$ cat src/rtl/pipe_stage_chain_if.sv
// pipe_stage_chain_if: bundle between the core datapath/hazard unit and the
// pipeline register chain.
//   master : datapath + hazard unit side (drives payload, stall, flush, clear)
//   slave  : the register chain (drives stage contents, ready, hold, counter)
interface pipe_stage_chain_if #(
    parameter int N_STAGES = 4,
    parameter int WIDTH    = 160,
    parameter int CNT_W    = 16
);
    logic [WIDTH-1:0]          in_data;
    logic                      in_valid;
    logic [N_STAGES-1:0]       stage_stall;
    logic [N_STAGES-1:0]       stage_flush;
    logic                      cnt_clr;
    logic                      in_ready;
    logic [N_STAGES*WIDTH-1:0] stage_data;
    logic [N_STAGES-1:0]       stage_valid;
    logic [N_STAGES-1:0]       stage_hold;
    logic [CNT_W-1:0]          bubble_cnt;

    modport master (
        output in_data, in_valid, stage_stall, stage_flush, cnt_clr,
        input  in_ready, stage_data, stage_valid, stage_hold, bubble_cnt
    );

    modport slave (
        input  in_data, in_valid, stage_stall, stage_flush, cnt_clr,
        output in_ready, stage_data, stage_valid, stage_hold, bubble_cnt
    );
endinterface

$ cat src/rtl/pipe_stage_chain.sv
// pipe_stage_chain: chain of N_STAGES pipeline registers with per-stage stall
// and flush, bubble insertion on a free stage behind a frozen one, and a
// saturating bubble counter.
//   clk   : rising-edge clock
//   rst_n : asynchronous active-low reset, clears all stages and the counter
//   bus   : pipe_stage_chain_if.slave
//           in_data/in_valid      payload entering stage 0
//           stage_stall/flush     per-stage hold / kill requests
//           cnt_clr               synchronous clear of bubble_cnt
//           in_ready              stage 0 accepts this cycle (~hold[0])
//           stage_data/valid      stage k at [k*WIDTH +: WIDTH] / bit k
//           stage_hold            effective hold per stage
//           bubble_cnt            bubbles inserted, saturating

// One pipeline register. FIRST selects the stage-0 load rule (no bubble).
module pipe_stage_reg #(
    parameter int WIDTH      = 160,
    parameter bit FIRST      = 1'b0,
    parameter bit CLEAR_DATA = 1'b1
) (
    input  logic             clk,
    input  logic             rst_n,
    input  logic             flush,
    input  logic             hold,
    input  logic             hold_up,   // upstream stage frozen this cycle
    input  logic [WIDTH-1:0] src_data,
    input  logic             src_valid,
    output logic [WIDTH-1:0] data,
    output logic             valid,
    output logic             bubble    // rule "free behind frozen" fires
);
    assign bubble = !FIRST && !flush && !hold && hold_up;

    always_ff @(posedge clk or negedge rst_n) begin
        if (!rst_n) begin
            data  <= '0;
            valid <= 1'b0;
        end else if (flush) begin
            valid <= 1'b0;
            if (CLEAR_DATA) data <= '0;
        end else if (hold) begin
            data  <= data;
            valid <= valid;
        end else if (FIRST) begin
            data  <= src_data;
            valid <= src_valid;
        end else if (hold_up) begin
            valid <= 1'b0;
            if (CLEAR_DATA) data <= '0;
        end else begin
            data  <= src_data;
            valid <= src_valid;
        end
    end
endmodule

module pipe_stage_chain #(
    parameter int N_STAGES   = 4,
    parameter int WIDTH      = 160,
    parameter bit CLEAR_DATA = 1'b1,
    parameter int CNT_W      = 16
) (
    input  logic                  clk,
    input  logic                  rst_n,
    pipe_stage_chain_if.slave     bus
);
    logic [N_STAGES-1:0]            hold;
    logic [N_STAGES-1:0]            bubble;
    logic [N_STAGES-1:0]            vld_q;
    logic [N_STAGES-1:0][WIDTH-1:0] data_q;
    logic [CNT_W-1:0]               cnt_q;

    // A stall freezes its own stage and everything upstream of it.
    for (genvar k = 0; k < N_STAGES; k++) begin : g_hold
        assign hold[k] = |bus.stage_stall[N_STAGES-1:k];
    end

    for (genvar k = 0; k < N_STAGES; k++) begin : g_stage
        if (k == 0) begin : g_first
            pipe_stage_reg #(.WIDTH(WIDTH), .FIRST(1'b1), .CLEAR_DATA(CLEAR_DATA)) u_reg (
                .clk       (clk),
                .rst_n     (rst_n),
                .flush     (bus.stage_flush[0]),
                .hold      (hold[0]),
                .hold_up   (1'b0),
                .src_data  (bus.in_data),
                .src_valid (bus.in_valid),
                .data      (data_q[0]),
                .valid     (vld_q[0]),
                .bubble    (bubble[0])
            );
        end else begin : g_rest
            // Source is the pre-flush contents of stage k-1.
            pipe_stage_reg #(.WIDTH(WIDTH), .FIRST(1'b0), .CLEAR_DATA(CLEAR_DATA)) u_reg (
                .clk       (clk),
                .rst_n     (rst_n),
                .flush     (bus.stage_flush[k]),
                .hold      (hold[k]),
                .hold_up   (hold[k-1]),
                .src_data  (data_q[k-1]),
                .src_valid (vld_q[k-1]),
                .data      (data_q[k]),
                .valid     (vld_q[k]),
                .bubble    (bubble[k])
            );
        end
    end

    // At most one count per cycle regardless of how many stages bubble.
    always_ff @(posedge clk or negedge rst_n) begin
        if (!rst_n)
            cnt_q <= '0;
        else if (bus.cnt_clr)
            cnt_q <= '0;
        else if (|bubble && cnt_q != {CNT_W{1'b1}})
            cnt_q <= cnt_q + 1'b1;
    end

    assign bus.in_ready    = ~hold[0];
    assign bus.stage_hold  = hold;
    assign bus.stage_data  = data_q;
    assign bus.stage_valid = vld_q;
    assign bus.bubble_cnt  = cnt_q;
endmodule

$ cat src/flat_wrapper.sv
// flat-port wrapper written by rule: the top's interface ports become plain ports
module pipe_stage_chain_flat 
#(
    parameter int N_STAGES   = 4,
    parameter int WIDTH      = 160,
    parameter bit CLEAR_DATA = 1'b1,
    parameter int CNT_W      = 16
)
  (clk, rst_n, bus_in_data, bus_in_valid, bus_stage_stall, bus_stage_flush, bus_cnt_clr, bus_in_ready, bus_stage_data, bus_stage_valid, bus_stage_hold, bus_bubble_cnt);
  pipe_stage_chain_if #(.N_STAGES(N_STAGES), .WIDTH(WIDTH), .CNT_W(CNT_W)) bus_i ();
  input  logic clk;
  input  logic rst_n;
  input wire logic [$bits(bus_i.in_data)-1:0] bus_in_data;
  input wire logic [$bits(bus_i.in_valid)-1:0] bus_in_valid;
  input wire logic [$bits(bus_i.stage_stall)-1:0] bus_stage_stall;
  input wire logic [$bits(bus_i.stage_flush)-1:0] bus_stage_flush;
  input wire logic [$bits(bus_i.cnt_clr)-1:0] bus_cnt_clr;
  output wire logic [$bits(bus_i.in_ready)-1:0] bus_in_ready;
  output wire logic [$bits(bus_i.stage_data)-1:0] bus_stage_data;
  output wire logic [$bits(bus_i.stage_valid)-1:0] bus_stage_valid;
  output wire logic [$bits(bus_i.stage_hold)-1:0] bus_stage_hold;
  output wire logic [$bits(bus_i.bubble_cnt)-1:0] bus_bubble_cnt;
  assign bus_i.in_data = bus_in_data;
  assign bus_i.in_valid = bus_in_valid;
  assign bus_i.stage_stall = bus_stage_stall;
  assign bus_i.stage_flush = bus_stage_flush;
  assign bus_i.cnt_clr = bus_cnt_clr;
  assign bus_in_ready = bus_i.in_ready;
  assign bus_stage_data = bus_i.stage_data;
  assign bus_stage_valid = bus_i.stage_valid;
  assign bus_stage_hold = bus_i.stage_hold;
  assign bus_bubble_cnt = bus_i.bubble_cnt;
  pipe_stage_chain #(.N_STAGES(N_STAGES), .WIDTH(WIDTH), .CLEAR_DATA(CLEAR_DATA), .CNT_W(CNT_W)) u_core (.clk(clk), .rst_n(rst_n), .bus(bus_i));
endmodule
$ cat config.mk
export PLATFORM = sky130hd
export DESIGN_NAME = pipe_stage_chain_flat
export DESIGN_NICKNAME = d
export VERILOG_FILES = /design/src/rtl/pipe_stage_chain_if.sv /design/src/rtl/pipe_stage_chain.sv /design/src/flat_wrapper.sv
export SDC_FILE = /design/constraint.sdc
export NUM_CORES = 1
export LEC_CHECK = 0
export CORE_AREA = 2 2 324 326
export DETAILED_ROUTE_END_ITERATION = 12
export DIE_AREA = 0 0 326 328
export GPL_TIMING_DRIVEN = 0
export HOLD_SLACK_MARGIN = 0.08
export REMOVE_ABC_BUFFERS = 1
export SLEW_MARGIN = 20
export SYNTH_ARGS = -nofsm -noshare
export SYNTH_HDL_FRONTEND = slang
export SYNTH_SLANG_ARGS = --single-unit
$ cat constraint.sdc
create_clock -name clk -period 3.5 [get_ports clk]
set_clock_uncertainty 0.1 [all_clocks]
set_input_delay 1.05 -clock clk [delete_from_list [all_inputs] [get_ports clk]]
set_output_delay 1.05 -clock clk [all_outputs]
set_load 0.1 [all_outputs]
==> reports/metrics.cfg <==
[drt]
drc = 0
via_per_inst = 4.63
wl_um = 93100
drt_iter0_drc = 1080
vias = 19200
wire_per_inst_um = 22.4
firstDrtPassIters = 5
antenna_left = 0

[sta]
min_period_over_period_pct = 99.5
setup_viol = 0
rsz0062_at_grt = false
max_slew_margin_pct = 25.1
hold_viol_final = 0
min_period_ns = 3.48
fmax_mhz = 287
maxSlewViolCount = 0
worstMarginPinSlew_ns = 1.12

[finish]
drive_gt1_share_pct = 8.48
seqCellArea_um2 = 16500
final_cells = 4152
num-fill-cells = 9940
final_cell_mix = clkdlybuf4s50_1 (790), dfrtp_1 (660), a22o_1 (483)
final_net_count = 2883
area_growth_pct = 56.9
final_common_cell = clkdlybuf4s50_1
multiInputGateArea_um2 = 6850

[clock_tree]
clockBufferDepth = 3
clock_sinks = 660
clkTransAtPathRegs_ns = 0.06
clock_tree.root_cell = clkbuf_16
cts_tree = yes
htree_num_levels = 3
clk_latency_ns = 0.65
cts_made_buffers = 77

[grt]
grt_max_degree = 95
grt_util_all_layers_pct = 16.8
grt_pass1_wl_um = 136000
first_global_vias = 19400
grt_overflow_total = 0
antenna_found_initial = 6

[synth]
syn_inst = 1880
syn-mean-instance-area_um2 = 12.8
synth_edf_count = 0
synth_area_um2 = 24100
yosys_register_bits = 660
yosys.cell_types.count = 36
ys_seq_area_share_pct = 68.5
synth_ff_type = dfrtp_1
async_reset_ff_share_pct = 100
ys_warn_count = 0

[critical_path]
slowest_stage = clkdlybuf4s50_1
worstPathMaxFanout = 2
cp.required_ns = 2.35
path_class = primary input to output pin
worst_path_largest_cell_delay_ns = 0.48
critPathCaptureType = output pin
cp_common_cell = buf_12
crit_arrival_ns = 2.33
path_cells = clkdlybuf4s50_1 > nor2_4 > buf_4 > buf_6 > buf_8 > buf_12 > buf_12
critPathLaunchType = primary input

[placement]
gp_congestion = 0.804
dp_cells = 3988
dp_hpwl_um = 62100
io_buffers = 836

[die]
die_h_um = 328
core_area_um2 = 103000
rows = 118
start_util_pct = 23.4
die_area_um2 = 107000
io_pins = 837
die_w_um = 326

[hold_path]
min_path_type = primary input to async pin

[pwr]
leakage_nw = 16.6
cellPowerDensity_nw_per_um2 = 458
total_power_w = 0.0173
ir_drop_uv = 299

[run]
maxCapViolCount = 0

[run_status]
status = finished, final reports clean

[stage by stage]
step	setup WS, ns	setup TNS [ns]	utilization (%)	hold slack [ns]	instance area [µm²]
after global routing	0.00268	0	36.7	0.259	37800
after CTS	-0.0602	-0.0602	36.7	0.211	37800
final	0.0171	0	36.7	0.265	37800
after detailed placement	-2.60	-367.40	33.8	0.390	34900
after floorplan	-5.43	-2697.32	-	0.654	23300
after global placement	-29.62	-	32.4	0.386	33400
[metal layers]
metal	routed length [µm]	vias to the layer above	part of all wire [%]	global-route usage, %
met3	7800	166	8.4	5.66
met1	36000	9792	39	19.8
li1	-	8483	-	-
met2	45900	766	49	28.1
met4	3410	4	3.7	6.97
met5	27	-	0.029	0
[report_power, final]
group	internal (W)	switching (W)
Combinational	0.000436	0.000921
Sequential	0.00768	0.0000377
Clock	0.00492	0.00334
Total	0.0130	0.00430
[worst paths after layout]
check,startpoint,end,slack [ns],depth (start not counted)
max,bus_stage_stall[0],bus_in_ready,0.02,7
min,rst_n,u_core.g_stage[1].g_rest.u_reg.data[31],0.27,1
max reg2reg,u_core.bus.bubble_cnt[0],u_core.bus.bubble_cnt[11],1.11,6
min reg2reg,u_core.g_stage[3].g_rest.u_reg.data[83],u_core.g_stage[3].g_rest.u_reg.data[83],0.40,1
max in group asynchronous,rst_n,u_core.bus.bubble_cnt[0],1.23,4
min in group clk,u_core.g_stage[3].g_rest.u_reg.data[83],u_core.g_stage[3].g_rest.u_reg.data[83],0.40,1
[layout make-up]
class,instances,share of cell area [%]
sequential,660,43.7
timing repair buffer,917,26.6
multi-input combinational,1050,18.1
clock buffer,118,6.17
tap,1380,4.56
clock inverter,21,0.744
timing repair inverter,3,0.0695
inverter,1,0.0529
antenna,2,0.0132
[state kept, by name, indices dropped and copies added (netlist names)]
| signal | count |
|---|---|
| u_core.g_stage.g_first.u_reg.data | 160 |
| u_core.bus.bubble_cnt | 16 |
| u_core.g_stage.g_rest.u_reg.data | 480 |
| u_core.g_stage.g_rest.u_reg.valid | 3 |
| u_core.g_stage.g_first.u_reg.valid | 1 |
[critical path, delay by kind of cell]
| kind | cells | cell delay [ns] |
|---|---|---|
| buf+inv | 6 | 1.09 |
| simple gates | 1 | 0.18 |
[cells in the mapped netlist, types with 2 or more instances]
cell | n | area share (%)
buf_1 | 4 | 0.062
nor2_1 | 17 | 0.26
nand4_1 | 3 | 0.078
xnor2_1 | 10 | 0.36
buf_4 | 8 | 0.25
a21oi_1 | 165 | 3.4
buf_2 | 48 | 1.0
nor2b_1 | 7 | 0.18
mux2_2 | 2 | 0.093
dfrtp_1 | 660 | 68
nor4b_1 | 3 | 0.11
clkbuf_1 | 99 | 1.5
nor3_1 | 4 | 0.083
nor3b_1 | 2 | 0.062
buf_6 | 10 | 0.47
a22o_1 | 483 | 18
nand3_1 | 7 | 0.15
and3_1 | 4 | 0.10
nor2_4 | 2 | 0.093
nand2_1 | 326 | 5.1
[kinds of logic after synthesis]
kind of cell | count (synthesis) | share of synthesized area [%]
xor+xnor | 10 | 0.363
mux | 3 | 0.156
simple gates | 384 | 6.53
compound gates | 652 | 21.1
flops | 660 | 68.5
buf+inv | 170 | 3.33
fa+ha+maj | 1 | 0.0519
[timing repair]
item,4_1_cts,5_1_grt
pin swaps,2,1
hold buffers,0,0
endpoints found under the setup margin,270,8
gates resized for setup,74,8
buffers inserted,15,1
gates cloned,10,0
No activity file was read; power rests on OpenSTA's default activity.
